File: src/rtl/fifo_arb_pkg.sv
// Shared types and widths for the FIFO write-side arbiter and its helpers.
package fifo_arb_pkg;

  typedef enum logic {
    ARB_IDLE   = 1'b0,
    ARB_LOCKED = 1'b1
  } arb_state_t;

  localparam int unsigned BEAT_CNT_W = 4;
  localparam int unsigned STAT_CNT_W = 16;

endpackage

File: src/rtl/fifo_wr_arbiter_rr_pick.sv
// Rotate-priority encoder: first set request after ptr, wrapping modulo N.
module rr_pick #(
  parameter int unsigned N     = 4,
  parameter int unsigned IDX_W = (N > 1) ? $clog2(N) : 1
) (
  input  logic [N-1:0]     req,
  input  logic [IDX_W-1:0] ptr,
  output logic [IDX_W-1:0] idx_c,
  output logic             found_c
);

  logic [N-1:0]   rot;
  logic [IDX_W:0] shamt;
  int unsigned    off;

  // Rotate so bit 0 of rot is the request at ptr+1.
  assign shamt = {1'b0, ptr} + (IDX_W+1)'(1);
  assign rot   = N'({req, req} >> shamt);

  always_comb begin
    found_c = 1'b0;
    off     = 0;
    for (int p = N - 1; p >= 0; p--) begin
      if (rot[p]) begin
        found_c = 1'b1;
        off     = 32'(p);
      end
    end
    idx_c = IDX_W'((32'(ptr) + 32'd1 + off) % N);
  end

endmodule

File: src/rtl/fifo_wr_arbiter.sv
// Round-robin burst arbiter sharing one FIFO push port among NUM_REQ producers.
// Optional per-producer beat counters on output grant_cnt when FIFO_ARB_STATS_EN is defined.
module fifo_wr_arbiter
  import fifo_arb_pkg::*;
#(
  parameter int unsigned NUM_REQ   = 4,
  parameter int unsigned WIDTH     = 8,
  parameter int unsigned MAX_BURST = 4,
  localparam int unsigned IDX_W    = $clog2(NUM_REQ)
) (
  input  logic                       clk,
  input  logic                       rst,
  input  logic [NUM_REQ-1:0]         req_valid,
  input  logic [NUM_REQ-1:0]         req_last,
  input  logic [NUM_REQ*WIDTH-1:0]   req_data,
  output logic [NUM_REQ-1:0]         req_ready,
  input  logic                       fifo_full,
  output logic                       fifo_push,
  output logic [WIDTH-1:0]           fifo_din,
  output logic                       locked,
  output logic [IDX_W-1:0]           owner,
  output logic                       burst_trunc
`ifdef FIFO_ARB_STATS_EN
  ,
  output logic [NUM_REQ*STAT_CNT_W-1:0] grant_cnt
`endif
);

  localparam logic [BEAT_CNT_W-1:0] LAST_BEAT = BEAT_CNT_W'(MAX_BURST - 1);

  arb_state_t              state;
  logic [IDX_W-1:0]        rr_ptr;
  logic [BEAT_CNT_W-1:0]   beat_cnt;
  logic [IDX_W-1:0]        win_idx;
  logic                    win_found;

  rr_pick #(.N(NUM_REQ), .IDX_W(IDX_W)) u_pick (
    .req     (req_valid),
    .ptr     (rr_ptr),
    .idx_c   (win_idx),
    .found_c (win_found)
  );

  assign locked = (state == ARB_LOCKED);

  // Ready is one-hot-or-zero: the lock owner, else the round-robin winner.
  always_comb begin
    req_ready = '0;
    if (!fifo_full) begin
      if (state == ARB_LOCKED) begin
        req_ready[owner] = 1'b1;
      end else if (win_found) begin
        req_ready[win_idx] = 1'b1;
      end
    end
  end

  always_comb begin
    fifo_push = |(req_valid & req_ready);
    fifo_din  = '0;
    for (int i = 0; i < NUM_REQ; i++) begin
      if (req_valid[i] && req_ready[i]) begin
        fifo_din = req_data[i*WIDTH +: WIDTH];
      end
    end
  end

  always_ff @(posedge clk or posedge rst) begin
    if (rst) begin
      state       <= ARB_IDLE;
      rr_ptr      <= IDX_W'(NUM_REQ - 1);
      owner       <= '0;
      beat_cnt    <= '0;
      burst_trunc <= 1'b0;
    end else begin
      burst_trunc <= 1'b0;
      case (state)
        ARB_IDLE: begin
          if (fifo_push) begin
            owner <= win_idx;
            // A single-beat grant: either a real last beat or a one-beat cap.
            if (req_last[win_idx] || MAX_BURST == 1) begin
              rr_ptr      <= win_idx;
              burst_trunc <= !req_last[win_idx];
            end else begin
              state    <= ARB_LOCKED;
              beat_cnt <= BEAT_CNT_W'(1);
            end
          end
        end
        ARB_LOCKED: begin
          if (fifo_push) begin
            if (req_last[owner] || beat_cnt == LAST_BEAT) begin
              state       <= ARB_IDLE;
              rr_ptr      <= owner;
              beat_cnt    <= '0;
              burst_trunc <= !req_last[owner];
            end else begin
              beat_cnt <= beat_cnt + BEAT_CNT_W'(1);
            end
          end
        end
        default: state <= ARB_IDLE;
      endcase
    end
  end

`ifdef FIFO_ARB_STATS_EN
  logic [STAT_CNT_W-1:0] stat_q [NUM_REQ];

  // Saturating accepted-beat counters, one per producer.
  for (genvar g = 0; g < NUM_REQ; g++) begin : g_stat
    always_ff @(posedge clk or posedge rst) begin
      if (rst) begin
        stat_q[g] <= '0;
      end else if (req_valid[g] && req_ready[g] && stat_q[g] != '1) begin
        stat_q[g] <= stat_q[g] + STAT_CNT_W'(1);
      end
    end
    assign grant_cnt[g*STAT_CNT_W +: STAT_CNT_W] = stat_q[g];
  end
`endif

endmodule
File: config.mk
export PLATFORM = sky130hd
export DESIGN_NAME = fifo_wr_arbiter
export DESIGN_NICKNAME = d
export VERILOG_FILES = /design/src/rtl/fifo_arb_pkg.sv /design/src/rtl/fifo_wr_arbiter_rr_pick.sv /design/src/rtl/fifo_wr_arbiter.sv
export SDC_FILE = /design/constraint.sdc
export NUM_CORES = 1
export LEC_CHECK = 0
export CELL_PAD_IN_SITES_DETAIL_PLACEMENT = 1
export CELL_PAD_IN_SITES_GLOBAL_PLACEMENT = 1
export CORE_MARGIN = 2
export CORE_UTILIZATION = 31
export DETAILED_ROUTE_END_ITERATION = 8
export GPL_TIMING_DRIVEN = 0
export HOLD_SLACK_MARGIN = 0.03
export PLACE_DENSITY_LB_ADDON = 0.1
export SLEW_MARGIN = 0
export SYNTH_ARGS = -nofsm -noshare
export SYNTH_HDL_FRONTEND = slang
export SYNTH_SLANG_ARGS = --single-unit
File: constraint.sdc
create_clock -name clk -period 6.4 [get_ports clk]
set_input_delay 1.28 -clock clk [delete_from_list [all_inputs] [get_ports clk]]
set_output_delay 1.28 -clock clk [all_outputs]
set_load 0.05 [all_outputs]
# Yosys cells after proc, flatten, opt, wreduce, memory -nomap -nowiden
# Index checks and enable logic that the tools add are counted.
# totals
reg_bits	10
latch_bits	0
ram_bits	0
mem_bits_ro	0
in_bits	43
out_inout_bits	17
wordCells	78
n_memories	0
# op_classes
addsub	4
mul	0
n_div	0
order_cmp	4
eq_ne	6
shift	1
n_mux	43
n_bitwise	2
reduce_logical	13
# ops
op	count
two-way mux 8 bit	4
two-way mux 4 bit	7
two-way mux 1 bit	16
two-way mux 2 bit	8
!= test 2 bit (second input constant)	4
case mux 4 bit (2 select lines)	1
>> shifter 8 x 3 -> 4 bit	1
logical AND 1 bit	6
less-than comparator 2 x 3 -> 1 bit (second input constant)	2
adder 4 x 1 -> 4 bit (second input constant)	1
AND 4 bit	1
binary-select mux 1 bit (select 2 bit)	2
demux 1 bit (select 2 bit)	2
equality test 4 x 2 -> 1 bit (second input constant)	1
greater-or-equal comparator 2 x 1 -> 1 bit (second input constant)	2
case mux 1 bit (2 select lines)	2
case mux 2 bit (2 select lines)	1
AND reduction 4 bit	1
OR reduction 4 bit	1
adder 2 x 1 -> 3 bit (second input constant)	1
AND reduction 3 bit	1
adder 2 x 1 -> 2 bit (second input constant)	1
adder 2 bit	1
logical NOT 1 bit	2
other kinds (4)	4

# Depth between registers and ports, before layout
# depth
depth_word	19
depth_mapped	14
depth_no_buf	13

# By module
# A second synthesis with hierarchy kept.
# hier_totals
hier_cells	132
area_unflattened_um2	1166.1
# modules_own_cells
module	instances	cells_per_inst	area_each_um2
fifo_wr_arbiter	1	103	958.4
rr_pick	1	29	207.7

# Worst setup path after synthesis
# No wires, ideal clock.
# synth_path
path_kind	input to output
from	input port req_valid[1]
to	output port fifo_din[0]
t_arrival_ns	4.857
slack_ns	0.263
stages	14
n_path_buf	2
path_cell_list	buf_2 nor3_1 a311oi_1 a31oi_1 a211oi_1 ha_1 nor3_1 nand3_1 mux2_4 nand2_1 or2_2 clkbuf_1 a221oi_1 nor3_1
# synth_between
elab_chain_cells	18
elab_cells_between_ends	26
# synth_rtl
element	line_no	rtl
from (decl)	fifo_wr_arbiter.sv:13	input logic [NUM_REQ-1:0] req_valid,
>> shifter 8 x 3 -> 4 bit	fifo_wr_arbiter_rr_pick.sv:18	assign rot = N'({req, req} >> shamt);
two-way mux 2 bit (4 in series)	fifo_wr_arbiter_rr_pick.sv:24	if (rot[p]) begin
adder 2 bit	fifo_wr_arbiter_rr_pick.sv:29	idx_c = IDX_W'((32'(ptr) + 32'd1 + off) % N);
less-than comparator 2 x 3 -> 1 bit (not written as such) / greater-or-equal comparator 2 x 1 -> 1 bit (equally long branches)	fifo_wr_arbiter.sv:53	req_ready[win_idx] = 1'b1;
logical AND 1 bit (not written as such)	fifo_wr_arbiter.sv:53	
two-way mux 1 bit (not written as such)	fifo_wr_arbiter.sv:53	
demux 1 bit (select 2 bit)	fifo_wr_arbiter.sv:53	
two-way mux 4 bit	fifo_wr_arbiter.sv:52	end else if (win_found) begin
two-way mux 4 bit	fifo_wr_arbiter.sv:50	if (state == ARB_LOCKED) begin
two-way mux 4 bit	fifo_wr_arbiter.sv:49	if (!fifo_full) begin
logical AND 1 bit	fifo_wr_arbiter.sv:62	if (req_valid[i] && req_ready[i]) begin
two-way mux 8 bit (3 in series)	fifo_wr_arbiter.sv:62	
two-way mux 8 bit (*)	fifo_wr_arbiter.sv:62	
to (decl)	fifo_wr_arbiter.sv:19	output logic [WIDTH-1:0] fifo_din,
# Every way passes the cells marked *; elsewhere a longest branch is shown, timed or not.

# Final worst setup path
# layout_path
from	input port req_valid[0]
to	output port fifo_din[2]
# Same word-level chain as after synthesis.

==> impl.org <==
** Logic synthesis
- FFs w/ async S/R, synth :: 100%
- Synthesized area per cell :: 7.99 µm²
- Predominant post-synthesis flop cell :: dfrtp_1
- Number of synthesized register bits :: 10
- Top post-synthesis cells by area :: dfrtp_1 (16%), nor2_1 (5.7%), a221oi_1 (5.6%), nor3_1 (5.6%), a21oi_1 (5.2%)
- Syn Inst Count :: 157
- Proportion of netlist area held by the largest area contributor :: 16.0%
- Sequential-to-total area share from yosys stat :: 20.1%
- Yosys mapped a number of flops with a built-in enable equal to 0.
- During synthesis, Yosys emitted a total of 0 warnings.
- Syn_nets :: 203
- Number of different library cells in the post-synthesis netlist :: 50
- Synthesized cell area :: 1250 µm²
- Cell taking the most area after synthesis :: dfrtp_1

** Detailed routing
- # DRC :: 0
- Initial detailed-routing violation count :: 57
- Iteration count of the initial detailed-routing pass :: 4
- In the routed layout, each cell is associated on average with a via count of 5.61.
- Detailed-route via count :: 1,509
- The routed design has 4530 µm of wire.
- Routed WL per cell :: 16.8 µm
- The detail route stage leaves a number of antenna-violating nets equal to 0.

** Die
- In this run the count of I/O pins placed on the die edge is 60.
- Area of the core :: 3940 µm²
- The die covers 4570 µm².
- Width of the chip :: 67.6 µm
- The initial utilization of the core area, before any placement, comes to 31.8%.
- Floorplan die height :: 67.6 µm
- Row count :: 23

** STA
- Slack of the critical path :: 0.173 ns
- Setup violations remaining at the end of the flow were counted as 0.
- The routed design could run at a clock period as short as 6.23 ns.
- Final period util :: 97.3%
- The number of max-slew violations in the final report is 0.
- For the pin with the worst max-slew slack, the measured transition is 0.824 ns.
- The hold violation count in the final report came to 0.
- Post-route clock skew :: 0.00341 ns
- Static timing analysis puts the maximum clock frequency at 161 MHz.
- Max-Slew Margin vs Limit :: 44.6%

** CTS
- The clock passes through at most 2 buffers.
- For this design, the sink count on the clock tree is 10.
- Buffers inserted during clock tree synthesis total 3.
- Clk Latency, worst-skew pair :: 0.24 ns
- Clock tree from TritonCTS :: done
- In this run the number of H-tree levels came out at 1.
- Library cell used as clock root buffer :: clkbuf_8
- Clock-pin slew reported for the worst setup and hold paths after clock tree synthesis :: 0.05 ns

** Global routing
- Entering global routing, the biggest net connects 11 pins.
- Initial antenna violation count :: 0
- Total global-route track usage :: 20.5%
- Via count of the first global-routing pass :: 1,532
- Remaining global-route overflow :: 0
- The first global-routing pass estimated 7220 µm of wire.

** Run
- The tool flagged a number of max-cap violations equal to 0.

** Worst setup path
- Launching element type of the critical path :: input pin
- Crit path DAT :: 4.95 ns
- Worst-path cell chain :: clkdlybuf4s50_1, inv_1, or2_2, a31oi_1, a211oi_2, ha_1, nor3_4, buf_4, nand3_1, nor2_1, a211o_1, and2b_2, buf_4, a221oi_1, nor3_1, clkdlybuf4s15_2
- Sort of element at the end of the critical path :: primary output
- Count of buffering cells on the critical path with inverters included :: 5
- Crit path top cell by count :: buf_4
- The largest single stage delay on the critical path is 0.61 ns.
- Of all nets on the critical path, the largest fanout is 8.
- The largest individual stage delay along the critical path comes from the cell clkdlybuf4s50_1.
- The critical path is of the in2out type.
- Cell type group with the largest total delay on the critical path :: buffers and inverters
- STA puts the critical path data required time at 5.12 ns.

** Cells and area
- The final layout contains 266 nets.
- The area growth from synthesis to layout is 57.0%.
- The repair_antennas step left the layout with diodes totalling 0.
- Of the cells placed in the final design, the portion with a size suffix greater than 1 is 19.2%.
- Non-filler cells in the finished layout :: 269

** Status
- The flow ran to the end, and the final reports show no timing, DRC or antenna violations.

** Placement
- Quantity of I/O buffers inserted on ports :: 58
- Instance count after placement with tap cells included :: 265
- Routability-driven placement finished with a final weighted congestion of 0.743.
- Timing analysis after detailed placement gives a worst setup slack of -0.797 ns.
- The HPWL after detailed placement is 3610 µm.

** Pwr
- Dividing total power by cell area gives a power density of 597 nW/µm².
- Summing internal, switching and leakage power gives 1180 µW.
- Standby leakage power :: 0.000840 µW
- The worst-case IR drop observed on VDD is 358 µV.

** Worst hold path
- In this run the worst hold path is classified as reg2reg.
cell type report:
cell class | instances | area (µm²)
Multi-Input combinational cell | 130 | 955
Clock buffer | 4 | 55.1
Fill cell | 496 | 1970
Sequential cell | 10 | 253
Timing Repair Buffer | 59 | 561
Tap cell | 50 | 62.6
Buffer | 6 | 47.5
Inverter | 10 | 37.5
routing by layer:
metal  track usage [%]  vias up  part of all wire (%)
met4              6.12        0                  0.99
met1              24.0      742                    40
met2              39.0       47                    52
met3              1.83        5                   6.6
li1                  -      715                     -
met5                 0        -                     0
cells in the mapped netlist (all sizes together), types with 2 or more instances:
| master | count |
|---|---|
| and2b | 2 |
| a21oi | 13 |
| buf | 6 |
| a221oi | 8 |
| mux2 | 4 |
| nand3 | 6 |
| nor2 | 20 |
| dfrtp | 8 |
| nor4 | 2 |
| nor2b | 10 |
| a211oi | 2 |
| nor3 | 14 |
| ha | 3 |
| dfstp | 2 |
| o21ai | 4 |
| o31ai | 2 |
| or2 | 4 |
| nand2 | 6 |
| nor3b | 3 |
| mux2i | 4 |
| inv | 10 |
| o41ai | 2 |
| o32ai | 2 |
| and4 | 2 |
| a211o | 3 |
| xnor2 | 2 |
final timing paths:
check	cells past startpoint	slack (ns)	from	to
max in group asynchronous	2	4.75	rst	rr_ptr[1]$_DFFE_PP1P_
worst max-delay path	16	0.17	req_valid[0]	fifo_din[2]
worst max register to register	15	2.69	rr_ptr[0]$_DFFE_PP1P_	rr_ptr[0]$_DFFE_PP1P_
min in group asynchronous	2	1.33	rst	locked$_DFF_PP0_
worst min-delay path	1	0.51	beat_cnt[3]$_DFFE_PP0P_	beat_cnt[3]$_DFFE_PP0P_
worst min register to register	1	0.51	beat_cnt[3]$_DFFE_PP0P_	beat_cnt[3]$_DFFE_PP0P_
worst register-to-register path, stage by stage (launching register included):
cell and delay [ns]:
dfstp_2 0.37, buf_6 0.13, or2_1 0.25, or2_2 0.28
a31oi_1 0.23, a211oi_2 0.08, ha_1 0.43, nor3_4 0.10
buf_4 0.18, nand3_1 0.08, nor2_1 0.05, a211o_1 0.27
buf_6 0.16, nor4_4 0.49, a21o_1 0.19, mux2_1 0.34
cells by family after synthesis:
kind of cell    count (synthesis)  synth area share (%)
compound gates                 42                  26.5
xor+xnor                        3                  2.09
fa+ha+maj                       3                  2.99
buf+inv                        17                  7.08
flops                          10                  20.1
mux                             9                  9.17
simple gates                   73                  32.0
state kept, by name, summed over array words and instances, names as in the netlist:
name / count
beat_cnt: 4
owner: 2
rr_ptr: 2
burst_trunc: 1
locked: 1
stage by stage:
| step | setup TNS (ns) | hold WS (ns) | util [%] | instance area (µm²) |
|---|---|---|---|---|
| 6_report | 0 | 0.506 | 50.0 | 1970 |
| 5_1_grt | -0.0282 | 0.522 | 50.0 | 1970 |
| 4_1_cts | 0 | 0.492 | 50.1 | 1970 |
| 3_5_place_dp | -6.38 | 0.483 | 48.1 | 1900 |
| 3_3_place_gp | -4.89 | 0.465 | 48.1 | 1900 |
| 2_1_floorplan | 0 | 0.448 | - | 1250 |
where the power goes:
group          switching, µW  total [µW]  internal [µW]
sequential              29.6         121           91.9
clock                   25.0        79.1           54.1
combinational            617         977            360
what timing repair did:
item,in CTS,in global routing
endpoints found under the hold margin,0,0
buffers inserted,0,1
setup endpoints to repair,9,10
resized for setup,36,22
hold buffers,0,0
pin swaps,0,2
placed cells by master, fill, tap and decap left out, types with 2 or more instances in the layout:
cell             count
o31ai_1              2
o21ai_0              4
nor2b_1             10
and2b_2              2
ha_1                 3
buf_2                7
xnor2_2              2
a211oi_2             2
mux2i_1              4
inv_1                9
clkbuf_8             4
nand3_1              6
dfstp_2              2
mux2_4               2
mux2_1               2
and4_1               2
a21oi_1             13
buf_6                2
or2_1                2
nor2_1              19
a211o_1              2
buf_4                3
dfrtp_1              8
nand2_1              5
a221oi_1             8
nor3b_1              2
nor3_1              13
clkdlybuf4s50_1     48
clkbuf_4             2
Note: power is estimated with default switching activity, not from simulation.
